### src/rtl/multicyc_exec_unit_pkg.sv
// Shared CPU types for the multi-cycle multiply/divide unit and its issuer.
package multicyc_exec_unit_pkg;

  typedef enum logic [2:0] {
    OP_NOP,
    OP_ADD,
    OP_SUB,
    OP_MULT,
    OP_MULTU,
    OP_DIV,
    OP_DIVU
  } oper_t;

  typedef struct packed {
    logic        is_multicyc;
    oper_t       op;
    logic [31:0] reg0;
    logic [31:0] reg1;
    logic [63:0] hilo;
  } multicyc_req_t;

  typedef struct packed {
    logic        ready;
    logic        valid;
    logic [63:0] hilo;
  } multicyc_resp_t;

  localparam int unsigned DIV_STEPS = 32;

  function automatic logic is_mul_op(oper_t op);
    return (op == OP_MULT) || (op == OP_MULTU);
  endfunction

  function automatic logic is_div_op(oper_t op);
    return (op == OP_DIV) || (op == OP_DIVU);
  endfunction

endpackage

### src/rtl/multicyc_divider.sv
// Iterative unsigned radix-2 restoring divider: one quotient bit per cycle.
module multicyc_divider
  import multicyc_exec_unit_pkg::*;
(
  input  logic        clk,
  input  logic        rst,
  input  logic        start,
  input  logic [31:0] dividend,
  input  logic [31:0] divisor,
  output logic        done,
  output logic [31:0] quotient,
  output logic [31:0] remainder
);

  logic        busy;
  logic [4:0]  cnt;
  logic [31:0] quo;
  logic [31:0] rem;
  logic [31:0] dsr;
  logic [32:0] shifted;
  logic [32:0] diff;

  always_comb begin
    shifted = {rem, quo[31]};
    diff    = shifted - {1'b0, dsr};
  end

  always_ff @(posedge clk or posedge rst) begin
    if (rst) begin
      busy <= 1'b0;
      done <= 1'b0;
      cnt  <= '0;
      quo  <= '0;
      rem  <= '0;
      dsr  <= '0;
    end else begin
      done <= 1'b0;
      if (start) begin
        busy <= 1'b1;
        cnt  <= '0;
        quo  <= dividend;
        rem  <= '0;
        dsr  <= divisor;
      end else if (busy) begin
        // Restore (keep the shifted partial remainder) when the trial subtract goes negative
        if (!diff[32]) begin
          rem <= diff[31:0];
          quo <= {quo[30:0], 1'b1};
        end else begin
          rem <= shifted[31:0];
          quo <= {quo[30:0], 1'b0};
        end
        cnt <= cnt + 5'd1;
        if (cnt == 5'(DIV_STEPS - 1)) begin
          busy <= 1'b0;
          done <= 1'b1;
        end
      end
    end
  end

  assign quotient  = quo;
  assign remainder = rem;

endmodule

### src/rtl/multicyc_exec_unit.sv
// Multi-cycle MULT/MULTU/DIV/DIVU execution unit returning a {hi,lo} result.
module multicyc_exec_unit
  import multicyc_exec_unit_pkg::*;
(
  input  logic           clk,
  input  logic           rst,
  input  multicyc_req_t  multicyc_req,
  output multicyc_resp_t multicyc_resp
);

  typedef enum logic [1:0] {IDLE, MUL, DIV, DONE} state_t;

  state_t      state, state_nxt;
  logic        ready;
  logic        accept;
  logic        accept_mul;
  logic        accept_div;
  oper_t       op_p0;
  logic [31:0] a_p0;
  logic [31:0] b_p0;
  logic        mul_stage_p1;
  logic [63:0] prod_p1;
  logic [63:0] hilo_p2;
  logic        div_done;
  logic [31:0] div_quo;
  logic [31:0] div_rem;
  logic        unused_hilo;

  function automatic logic [31:0] abs32(input logic [31:0] v, input logic is_signed);
    return (is_signed && v[31]) ? (~v + 32'd1) : v;
  endfunction

  function automatic logic [63:0] mul_product(input oper_t op, input logic [31:0] a,
                                              input logic [31:0] b);
    logic signed [63:0] a_ext;
    logic signed [63:0] b_ext;
    logic               sgn;
    sgn   = (op == OP_MULT);
    a_ext = {{32{sgn & a[31]}}, a};
    b_ext = {{32{sgn & b[31]}}, b};
    return a_ext * b_ext;
  endfunction

  function automatic logic [63:0] div_fixup(input oper_t op, input logic [31:0] a,
                                            input logic [31:0] b, input logic [31:0] q,
                                            input logic [31:0] r);
    logic [31:0] q_s;
    logic [31:0] r_s;
    logic        sgn;
    sgn = (op == OP_DIV);
    q_s = (sgn && (a[31] ^ b[31])) ? (~q + 32'd1) : q;
    r_s = (sgn && a[31]) ? (~r + 32'd1) : r;
    if (b == 32'd0) return {a, 32'hFFFF_FFFF};
    return {r_s, q_s};
  endfunction

  assign ready      = (state == IDLE) || (state == DONE);
  assign accept     = ready && multicyc_req.is_multicyc;
  assign accept_mul = accept && is_mul_op(multicyc_req.op);
  assign accept_div = accept && is_div_op(multicyc_req.op);
  assign unused_hilo = ^multicyc_req.hilo;

  multicyc_divider u_divider (
    .clk       (clk),
    .rst       (rst),
    .start     (accept_div),
    .dividend  (abs32(multicyc_req.reg0, multicyc_req.op == OP_DIV)),
    .divisor   (abs32(multicyc_req.reg1, multicyc_req.op == OP_DIV)),
    .done      (div_done),
    .quotient  (div_quo),
    .remainder (div_rem)
  );

  always_ff @(posedge clk or posedge rst) begin
    if (rst) state <= IDLE;
    else     state <= state_nxt;
  end

  always_comb begin
    state_nxt = state;
    unique case (state)
      IDLE, DONE: begin
        if (accept_mul)      state_nxt = MUL;
        else if (accept_div) state_nxt = DIV;
        else                 state_nxt = IDLE;
      end
      MUL:     if (mul_stage_p1) state_nxt = DONE;
      DIV:     if (div_done)     state_nxt = DONE;
      default: state_nxt = IDLE;
    endcase
  end

  // Stage p0: operands captured on accept
  always_ff @(posedge clk or posedge rst) begin
    if (rst) begin
      op_p0 <= OP_NOP;
      a_p0  <= '0;
      b_p0  <= '0;
    end else if (accept_mul || accept_div) begin
      op_p0 <= multicyc_req.op;
      a_p0  <= multicyc_req.reg0;
      b_p0  <= multicyc_req.reg1;
    end
  end

  // Stage p1: product registered so the multiplier never feeds hilo directly
  always_ff @(posedge clk or posedge rst) begin
    if (rst) begin
      mul_stage_p1 <= 1'b0;
      prod_p1      <= '0;
    end else if (accept_mul) begin
      mul_stage_p1 <= 1'b0;
    end else if (state == MUL && !mul_stage_p1) begin
      mul_stage_p1 <= 1'b1;
      prod_p1      <= mul_product(op_p0, a_p0, b_p0);
    end
  end

  // Stage p2: result register, loaded only on entry to DONE
  always_ff @(posedge clk or posedge rst) begin
    if (rst) begin
      hilo_p2 <= '0;
    end else if (state == MUL && mul_stage_p1) begin
      hilo_p2 <= prod_p1;
    end else if (state == DIV && div_done) begin
      hilo_p2 <= div_fixup(op_p0, a_p0, b_p0, div_quo, div_rem);
    end
  end

  always_comb begin
    multicyc_resp       = '0;
    multicyc_resp.ready = ready;
    multicyc_resp.valid = (state == DONE);
    multicyc_resp.hilo  = hilo_p2;
  end

endmodule

### config.mk
export PLATFORM = sky130hd
export DESIGN_NAME = multicyc_exec_unit
export DESIGN_NICKNAME = d
export VERILOG_FILES = /design/src/rtl/multicyc_exec_unit_pkg.sv /design/src/rtl/multicyc_divider.sv /design/src/rtl/multicyc_exec_unit.sv
export SDC_FILE = /design/constraint.sdc
export NUM_CORES = 2
export LEC_CHECK = 0
export ABC_AREA = 1
export CAP_MARGIN = 20
export CORE_MARGIN = 2
export CORE_UTILIZATION = 40
export CTS_BUF_LIST = sky130_fd_sc_hd__clkbuf_2
export DETAILED_ROUTE_END_ITERATION = 7
export GPL_TIMING_DRIVEN = 0
export SLEW_MARGIN = 5
export SYNTH_ARGS = -nofsm -noshare
export SYNTH_HDL_FRONTEND = slang
export SYNTH_SLANG_ARGS = --single-unit
export TNS_END_PERCENT = 50
### constraint.sdc
create_clock -name clk -period 13.35 [get_ports clk]
set_input_delay 2.67 -clock clk [delete_from_list [all_inputs] [get_ports clk]]
set_output_delay 2.67 -clock clk [all_outputs]
set_load 0.005 [all_outputs]
After elaboration in Yosys (flattened, before gate mapping)
Index checks and enable logic that the tools add are counted.

word-level totals
  register bits after elaboration = 301
  bits in latches = 0
  bits in writable memories = 0
  ROM bits = 0
  bits of input ports = 134
  output and inout port bits = 66
  word-level logic and storage cells = 95
  memories kept = 0

operators by class
  add/subtract/negate cells = 6
  $mul = 1
  div/mod/pow operators = 0
  magnitude comparators = 0
  equal/unequal tests = 12
  shifts and indexed selects = 0
  mux-type cells = 32
  bitwise logic cells = 8
  reductions and logical operators = 23

operator list
  cell                     number
  $mux W32                 9
  $mux W64                 4
  $add A32 B1 Y32 const B  4
  $not A32 Y32             4
  $mul A33 B33 Y64         1
  $sub A33 B32 Y33         1
  $logic_not A32 Y1        1
  $eq A3 B3 Y1 const B     4
  $mux W1                  12
  $logic_and A1 B1 Y1      10
  $mux W5                  2
  $mux W2                  4
  $eq A3 B2 Y1 const B     2
  $pmux W2 S3              1
  $reduce_bool A2 Y1       3
  $add A5 B1 Y5 const B    1
  $eq A5 B5 Y1 const B     1
  $eq A2 B2 Y1 const B     2
  $logic_or A1 B1 Y1       4
  $reduce_and A2 Y1        2
  $and A1 B1 Y1            2
  $eq A2 B1 Y1 const B     1
  $logic_not A2 Y1         1
  $ne A2 B1 Y1 const B     1
  5 further kinds          5

Depth between registers and ports, before layout
  word-level depth = 7
  gate-level depth with buffers = 34
  depth with buffers taken out = 32

Modules after synthesis
Synthesis repeated with hierarchy kept, for this count alone.

unflattened totals
  cells, all modules = 7711
  area, all modules = 58436.0 sq um

by module, submodules not included
  module              instances  cells each  area each (sq um)  sequential area each (sq um)
  multicyc_exec_unit  1          6621        51272.9            4954.8
  multicyc_divider    1          1090        7163.1             2577.5

Worst setup path after synthesis
Ideal clock, no wire load.

  path type = register to register
  start point = reg op_p0[0]
  end point = reg prod_p1[53]
  library setup time = 0.118 ns
  data arrival time = 7.531 ns
  required time = 13.232 ns
  path slack = 5.701 ns
  stages on the path, launching flop included = 29
  path buffers = 2
  period minus slack after synthesis = 7.649 ns
  path through = dfrtp_1 -> nand3_1 -> clkbuf_1 -> buf_1 -> nor2_1 -> fa_1 -> fa_1 -> fa_1 -> inv_1 -> fa_1 -> inv_1 -> fa_1 -> fa_1 -> inv_1 -> fa_1 -> fa_1 -> inv_1 -> ha_1 -> nand2_1 -> nor2_1 -> inv_1 -> nor2_1 -> nand2_1 -> nor3_1 -> nand2_1 -> nand3_1 -> nand2_1 -> nand3_1 -> nand2_1

on the way
  longest elaborated chain between the ends = 3
  elaborated cells on any way between the ends = 4
  those cells by class = mul (1); eq/ne (1); bitwise (2)

RTL lines
  element                                  line                                                source
  from (decl)                              multicyc_exec_unit.sv:18                            oper_t op_p0;
  from (signal assigned)                   multicyc_exec_unit.sv:100                           op_p0 <= multicyc_req.op;
  $eq A3 B2 Y1 (*)                         multicyc_exec_unit.sv:38                            sgn = (op == OP_MULT);
  $and A1 B1 Y1, on equally long branches  multicyc_exec_unit.sv:39, multicyc_exec_unit.sv:40
  $mul A33 B33 Y64 (*)                     multicyc_exec_unit.sv:41                            return a_ext * b_ext;
  to (signal assigned)                     multicyc_exec_unit.sv:115                           prod_p1 <= mul_product(op_p0, a_p0, b_p0);
  to (decl)                                multicyc_exec_unit.sv:22                            logic [63:0] prod_p1;

Every way passes the cells marked *; elsewhere a longest branch is shown, timed or not.
A chain may end at the register's enable or synchronous reset.

Worst setup path after layout
  start point = reg op_p0[0]
  end point = reg prod_p1[59]

The elaborated chain is that of the path after synthesis.

==> impl_metrics.ini <==
[outcome]
status = finished clean

[route]
vias = 52324
drtPass1Iterations = 8
wirelength_mm = 255
ant_nets = 0
routed_via_density = 5.30
drcViolationCount = 0
post_drt_wl_per_cell_um = 25.9
first_iter_violations = 5571

[synth]
ys_types = 50
yosys_warnings = 0
synth-seq-cells = 301
synth_top_family_by_area = adder cells
yosysTopAreaCellShare_pct = 38.7
yosys.area_share.simple_pct = 20.9
syn_inst = 7675
synthAdderAreaFrac_pct = 44.1
synth_mux_area_share_pct = 0.193
synth-compound-area-share_pct = 5.76
synth_flop_cell = dfrtp_1
syn_nets = 9189
yosysSeqAreaShare_pct = 12.9
netlist_area_um2 = 58300
synthArstFlopShare_pct = 100
yosys-top-cells-area = fa_1 39%, nand2_1 14%, dfrtp_1 13%
syn_area_per_cell_um2 = 7.60
yosysTopAreaCell = fa_1
synth-xor-area-share_pct = 1.46
synth_edf_count = 0

[clock_tree]
clk_latency_ns = 1.16
cts.clk_slew.worst_paths_ns = 0.11
cts_setup_buffers = 0
cts_resized = 0
cts_buffers = 77
cts_tree = built
clockRootBuffer = clkbuf_2
postCtsHoldBufs = 0
cts.path.max_buffers = 3
clock_sinks = 301
cts_max_level = 3

[critical_path]
critPathCaptureType = flip-flop
startpoint = op_p0[0]
required_ns = 14.33
worstReg2RegStart = op_p0[0]
cp_max_fo = 11
critPathKind = flip-flop to flip-flop
endpoint = prod_p1[59]
reg2reg_depth = 25
arrival_ns = 11.39
start_kind = flip-flop
r2r_end = prod_p1[59]
r2r_setup_slack_ns = 2.94

[sta]
hold_violations = 0
hold_ws_ns = 0.489
finClkSkew_ns = 0.0902
clock.fmax_mhz = 96.1
period_share_pct = 78.0
slew_headroom_pct = 15.0
rsz0062_at_grt = false
layout_setup_ws_ns = 2.94
final-max-slew-violation-count = 0
setup_viol = 0
period_minus_slack_ns = 10.41
tightest_slew_ns = 1.28

[place]
gp_congestion = 1.01
pre_cts_ws_ns = 3.05
dpl.hpwl_mm = 218
portBuffers = 135

[floorplanning]
core.rowCount = 140
die_area_um2 = 149000
pin_count = 200
core-area_um2 = 145000
fp.dieW_um = 386
initial_core_util_pct = 40.2
fp.dieH_um = 386

[grt]
globalRouteOverflowTotal = 0
grt_pass1_wl_mm = 370
grt_use_total_pct = 34.9
grt_pass1_vias = 52705
antenna_found_initial = 19
grt_start_max_net_pins = 112

[finish]
drive_above_1_share_pct = 3.06
area_delta_synth_final_pct = 8.10
layout.nets = 9420
num-fill-cells = 15083
final_util_pct = 43.4

[flow_run]
drv_cap = 0

[worst_hold_path]
hp-class = flip-flop to flip-flop
## cells in the final DEF, fill, tap and decap left out, types with 8 or more instances in the layout
cell type,n
xor2_1,66
a31oi_1,13
ha_1,254
nor2_1,413
diode_2,11
nor2_2,9
buf_8,13
o21bai_1,27
o221ai_1,23
nand4_1,58
or2_2,8
o21ai_1,47
o22ai_1,12
dfrtp_1,301
o211ai_1,34
inv_1,1863
nand3b_1,15
nor3_1,36
xnor2_1,31
buf_2,34
inv_2,22
mux2_2,10
clkinv_1,16
nand3_1,303
clkbuf_2,98
a21oi_1,187
o21ai_0,241
clkdlybuf4s50_1,135
nand2_2,10
nand2_1,2158
clkbuf_1,314
fa_1,1126
## synth_stat cells, types with 36 or more instances
cell type	number
nand2_1	2158
inv_1	1864
xor2_1	66
clkbuf_1	314
fa_1	1126
a21oi_1	187
ha_1	254
o21ai_1	47
nor3_1	36
nand3_1	303
o21ai_0	241
dfrtp_1	301
nor2_1	413
nand4_1	58
## worst min-delay path by stage
stage                     startpoint  slack, ns          endpoint  cells past startpoint
finish                   prod_p1[46]       0.49       prod_p1[46]                      2
global route        u_divider.cnt[3]       0.50  u_divider.cnt[3]                      1
CTS                 u_divider.cnt[3]       0.48  u_divider.cnt[3]                      1
detailed placement       prod_p1[50]       0.47       prod_p1[50]                      2
global placement    u_divider.cnt[3]       0.45  u_divider.cnt[3]                      1
floorplan           u_divider.cnt[3]       0.43  u_divider.cnt[3]                      1
## kinds of logic (layout without fill, tap and decap cells)
logic type,after synthesis,count (layout)
flip-flops,301,301
multiplexers,10,10
XOR/XNOR,97,97
AO/OA/AOI/OAI,605,605
other,0,11
AND/OR/NAND/NOR,3032,3032
adder cells (fa/ha/maj),1380,1380
buffers and inverters,2250,2522
## flip-flops by register name, summed over array words and instances (netlist names)
signal / flops
u_divider.cnt: 5
u_divider.done: 1
state: 2
u_divider.dsr: 32
mul_stage_p1: 1
u_divider.remainder: 32
u_divider.quotient: 32
prod_p1: 64
u_divider.busy: 1
hilo_p2: 64
op_p0: 3
b_p0: 32
a_p0: 32
## metal layers
layer | up-vias | wire, um | track usage, %
li1 | 22929 | - | -
met5 | - | 204 | 0
met3 | 466 | 26600 | 9.24
met4 | 24 | 11300 | 13.0
met2 | 2551 | 108000 | 51.3
met1 | 26354 | 109000 | 49.2
## cell type report
cell class | count | area, um^2 | share of cell area [%]
flip-flops and latches | 301 | 7530 | 11.9
diodes | 11 | 27.5 | 0.0437
well taps | 1917 | 2400 | 3.80
repair buffers | 152 | 1620 | 2.58
clock inverters | 22 | 173 | 0.274
multi-input cells | 5124 | 42300 | 67.0
clock buffers | 98 | 490 | 0.778
plain buffers | 363 | 1450 | 2.30
inverters | 1887 | 7090 | 11.2
## worst max-delay path, stage by stage, from the launching register on
cell and delay (ns):
dfrtp_1 0.44, nand3_1 0.35, clkbuf_1 0.82, buf_1 0.67, nor2_1 0.19, fa_1 0.61
fa_1 0.63, fa_1 0.70, inv_1 0.34, fa_1 1.08, inv_1 0.31, fa_1 0.54
fa_1 0.57, inv_1 0.05, fa_1 0.48, fa_1 0.51, inv_1 0.05, ha_1 0.42
a21oi_1 0.51, nand2_1 0.14, a21oi_1 0.25, o21ai_0 0.18, a21oi_1 0.18, nand3_1 0.09
nand3_1 0.11, nand2_1 0.07
## per-stage QoR
step                instance area (um^2)  setup TNS, ns  instances
finish                             63000              0       9875
global route                       63000              0       9866
CTS                                62900              0       9856
detailed placement                 62200              0       9736
global placement                   62100        -548.94       9727
floorplan                          58300              0       7675
Power is left out: the tool's default activity adds up to more than one toggle a clock period on the data nets, which glitch-free logic cannot reach.
